==> src/rtl/qwac_pkg.sv <==
// Shared widths, element/vector types and the serializer state type for the vector datapath.
package qwac_pkg;

  localparam int unsigned ElemBits = 8;
  localparam int unsigned VecElems = 4;

  typedef logic signed [ElemBits-1:0] elem_t;
  typedef logic [VecElems-1:0][ElemBits-1:0] vec_t;

  typedef enum logic {SER_IDLE, SER_SEND} ser_state_t;

endpackage

==> src/rtl/vec_serialize.sv <==
// Vector-to-stream converter: captures one signed vector on a valid/ready handshake and
// replays it one element per beat, index 0 first, with index and last flag.
module vec_serialize
  import qwac_pkg::*;
#(
  parameter int unsigned BITS    = ElemBits,
  parameter int unsigned VEC_LEN = VecElems,
  localparam int unsigned IDX_W  = $clog2(VEC_LEN)
) (
  input  logic                          clock,
  input  logic                          reset,
  input  logic                          in_valid,
  output logic                          in_ready,
  input  logic [VEC_LEN-1:0][BITS-1:0]  in_vec,
  output logic                          out_valid,
  input  logic                          out_ready,
  output logic [BITS-1:0]               out_elem,
  output logic [IDX_W-1:0]              out_idx,
  output logic                          out_last,
  output logic                          busy
);

  if (VEC_LEN < 2) begin : g_bad_vec_len
    $error("vec_serialize: VEC_LEN must be >= 2");
  end

  localparam logic [IDX_W-1:0] LastIdx = IDX_W'(VEC_LEN - 1);

  ser_state_t                  state_q, state_d;
  logic [IDX_W-1:0]            idx_q, idx_d;
  logic [VEC_LEN-1:0][BITS-1:0] buf_q, buf_d;
  logic                        load;

  always_comb begin
    out_valid = (state_q == SER_SEND);
    out_last  = out_valid && (idx_q == LastIdx);
    out_idx   = idx_q;
    busy      = out_valid;
    // Gate the mux so an idle block shows zero rather than a stale element.
    out_elem  = out_valid ? buf_q[idx_q] : '0;
    // out_ready -> in_ready is the only combinational path through the block.
    in_ready  = (state_q == SER_IDLE) || (out_last && out_ready);
    load      = in_valid && in_ready;
  end

  always_comb begin
    state_d = state_q;
    idx_d   = idx_q;
    buf_d   = buf_q;
    if (load) begin
      buf_d   = in_vec;
      idx_d   = '0;
      state_d = SER_SEND;
    end else if (out_valid && out_ready) begin
      if (out_last) begin
        idx_d   = '0;
        state_d = SER_IDLE;
      end else begin
        idx_d = idx_q + IDX_W'(1);
      end
    end
  end

  always_ff @(posedge clock) begin
    if (reset) begin
      state_q <= SER_IDLE;
      idx_q   <= '0;
      buf_q   <= '0;
    end else begin
      state_q <= state_d;
      idx_q   <= idx_d;
      buf_q   <= buf_d;
    end
  end

endmodule
==> config.mk <==
export PLATFORM = sky130hd
export DESIGN_NAME = vec_serialize
export DESIGN_NICKNAME = d
export VERILOG_FILES = /design/src/rtl/qwac_pkg.sv /design/src/rtl/vec_serialize.sv
export SDC_FILE = /design/constraint.sdc
export NUM_CORES = 1
export LEC_CHECK = 0
export CAP_MARGIN = 20
export CORE_MARGIN = 5
export CORE_UTILIZATION = 24
export CTS_CLUSTER_SIZE = 8
export DETAILED_ROUTE_END_ITERATION = 7
export PLACE_DENSITY = 0.55
export SLEW_MARGIN = 20
export SYNTH_ARGS = -nofsm -noshare
export SYNTH_HDL_FRONTEND = slang
export SYNTH_SLANG_ARGS = --single-unit
==> constraint.sdc <==
create_clock -name clock -period 3.9 [get_ports clock]
set_input_delay 0.39 -clock clock [delete_from_list [all_inputs] [get_ports clock]]
set_output_delay 0.39 -clock clock [all_outputs]
set_load 0.1 [all_outputs]
==> results.txt <==
The clock net sink count came out at 35. The worst hold path belongs to the class flop to flop. The total clock buffers created by CTS came out at 5.

The accumulated negative setup slack came out at 0 ns. For flop-to-flop paths, the worst setup slack is 1.71 ns. The number of H-tree levels came out at 2. The number of nets in the synthesized netlist is 213. Summing all placed instances gives a cell area of between 2000 and 2500 um2. Power spread over the standard cell area amounts to 359 nW/um2. The critical path arrival came out at 2.82 ns. The vias after detailed routing came out at between 1000 and 1500. Dividing the final minimum period by the clock period gives 82.2%.

Setup repair after global routing left no endpoint under its margin. The total inserted antenna cells is 0. In this run the remaining antenna-violating nets after routing total 0.

The area of the die came out at about 9600 um2. The final design instance area without fill is 2480 um2. The count of cell types in the netlist came out at 18.

In this run the most critical hold path is launched from buf_q[31]. Static timing analysis puts the maximum clock frequency at 312 MHz. For hold timing, the worst endpoint is buf_q[31]. Buffers added to address setup during post-CTS repair amount to 0.

The count of filler cells inserted in the layout came out at 786. The worst-margin pin slew is 0.978 ns. The switching share of power came out at about a quarter. The worst setup path is launched from a flop.

The required time at the endpoint of the critical path came out at ~3.5 ns. The start of the worst register-to-register path is out_idx[0]. The number of antenna violations at the first check in global routing is 0.

The worst clock skew on the final layout is between 0.005 and 0.006 ns. Of the cells placed in the final design, the portion with a size suffix greater than 1 is 11.4%. The final hold slack came out at 0.473 ns. The number of setup violations in the final report is 0.

The boundary pin count came out at 50. The worst reg-to-reg path cell count is 5. The number of design-rule violations left by the first detailed-router iteration is 39.

The placeable core region came out at between 7000 and 8000 um2. The growth of design area from synthesis to finish came out at 33.0%. The count of max-cap constraint violations came out at 0. The net switching power is around 0.24 mW.

The net count of the finished layout is 255. Registers are responsible for roughly 44% of the overall power. The cell total after placement came out at 313. The run finished with clean final reports. Post-CTS repair changed the size of 0 cells.

The count of final max-slew check failures is 0. The clock network burns 36.9% of the power. The worst hold path cell count is 2. The leakage power figure is around 0.93 nW. The count of endpoints failing hold in the final timing report came out at 0. The final critical delay including setup and external delays came out at approximately 3.2 ns. The number of synthesized register bits came out at 35. The worst-path maximum fanout is 12. Entering global routing, the biggest net connects 68 pins.

The number of hold buffers added after CTS was 0. At the later pin of the worst-skew pair, clock insertion delay measures between 0.2 and 0.3 ns. Setup slack on the critical path of the routed design comes to 0.693 ns.

The worst pin sits at a relative slew slack of 34.6%. The deepest clock path buffer count came out at 2. The number of remaining DRC errors is 0. The wire length reported by the detailed router came out at 4190 um. The number of placement rows is 32.

After global routing the overflow that remains totals 0. The post-layout total power came out at roughly 0.9 mW. The internal power summed over all cells is 0.654 mW.

The average wire length per cell after detail routing came out at 13.0 um. The wire length of the first global-routing pass is 7210 um. Global routing used 9.41% of the available tracks across all layers. After detailed routing, the number of vias per cell comes to 4.01.

After synthesis, flip-flops and latches occupy 37.5% of the total area. The largest vdd supply drop came out at 0.139 mV. The endpoint of the worst register-to-register path is buf_q[30]. The CTS root buffer is clkbuf_8. In the synthesized netlist, the number of instances is 176.

Each instance of the synthesized netlist takes up on average 10.6 um2. The number of global-route vias before repair was 1438. The netlist area before placement came out at 1870 um2. The share of total power dissipated in combinational logic is a little under a fifth. The starting density of the core is between 20% and 30%. Measured along the y axis, the die boundary spans 98.2 um. Leaving out filler cells and counting taps, the final layout contains 321. TritonCTS built the clock tree. Summed over all nets, the half-perimeter wirelength after detailed placement is 2840 um. The first detailed-routing pass took 4 iterations. The kind of critical path is flop to output pin.

STA classifies the critical path endpoint as an output pin. The clock-pin slew of the registers on the worst-case setup and hold paths came out at 0.08 ns. During placement, the flow inserted port buffers numbering between 40 and 50. The post-placement worst setup slack came out at 0.983 ns. At the end of the flow the core is filled with cells to about 32%. The die is between 90 and 100 um wide. The number of warnings reported in the yosys synthesis log is 0. The placer's final routability congestion estimate came out at 0.625.
## power groups by stage
stage / combinational [mW] / sequential [mW] / clock (mW)
floorplan: 0.114 / 0.405 / 0
global placement: 0.169 / 0.404 / 0
detailed placement: 0.169 / 0.405 / 0
CTS: 0.170 / 0.396 / 0.345
global route: 0.181 / 0.400 / 0.359
finish: 0.167 / 0.396 / 0.329
## metal layers
metal  GRT usage [%]  share of wire, %
met1            11.6                46
met4            3.15               1.5
met5               0                 0
met2            15.3                47
met3            3.21               5.0
## cells in the mapped netlist, drive strengths merged
| cell type | instances | area share [%] |
|---|---|---|
| nand2b | 64 | 21 |
| dfxtp | 35 | 38 |
| mux2i | 33 | 18 |
| and2 | 9 | 3.0 |
| clkbuf | 8 | 1.6 |
| mux4 | 8 | 9.6 |
| buf | 7 | 4.6 |
| nor2 | 3 | 0.60 |
| nor3 | 2 | 1.1 |
| a21boi | 1 | 0.60 |
| a21oi | 1 | 0.27 |
| and4b | 1 | 0.54 |
| ha | 1 | 0.67 |
| inv | 1 | 0.20 |
| nand2 | 1 | 0.20 |
| nor2b | 1 | 0.34 |
## worst max-delay path, stage by stage (launching register included)
cell,delay [ns]
dfxtp_1,0.79
mux4_2,0.60
and2_1,0.17
clkdlybuf4s50_1,0.96
## worst max path at each step
stage,slack (ns),cells past startpoint,end,startpoint
floorplan,1.30,3,out_elem[1],out_idx[0]
global placement,0.99,3,out_elem[4],out_idx[0]
detailed placement,0.98,3,out_elem[4],out_idx[0]
CTS,0.64,3,out_elem[4],out_idx[0]
global route,0.56,3,out_elem[4],out_idx[0]
finish,0.69,3,out_elem[4],out_idx[0]
## final cells by class
cell class                 count  area [um2]  share of cell area (%)
clock buffer                   5        68.8                    2.77
inverter                       1        3.75                   0.151
sequential                    35         701                    28.2
tap                          102         128                    5.14
multi-input combinational    125        1050                    42.4
timing repair buffer          50         485                    19.5
clock inverter                 3        43.8                    1.76
## cells in the final DEF (no fill, tap or decap), types with 2 or more instances in the layout
cell type,n
and2_1,9
buf_4,4
clkbuf_8,5
clkdlybuf4s50_1,45
dfxtp_1,35
mux2i_1,33
mux4_2,8
nand2b_1,64
nor2_1,3
nor3_2,2
## registers in the layout, summed over array words and instances (netlist names)
signal   count
buf_q       32
busy         1
out_idx      2
## cell families (layout without fill, tap and decap cells)
family	after synthesis	count (layout)	share of synthesized area, %
fa+ha+maj	1	1	0.670
flops	35	35	37.5
mux	41	41	27.3
compound gates	2	2	0.870
simple gates	81	81	27.2
buf+inv	16	59	6.43
(Power assumes the default switching activity.)
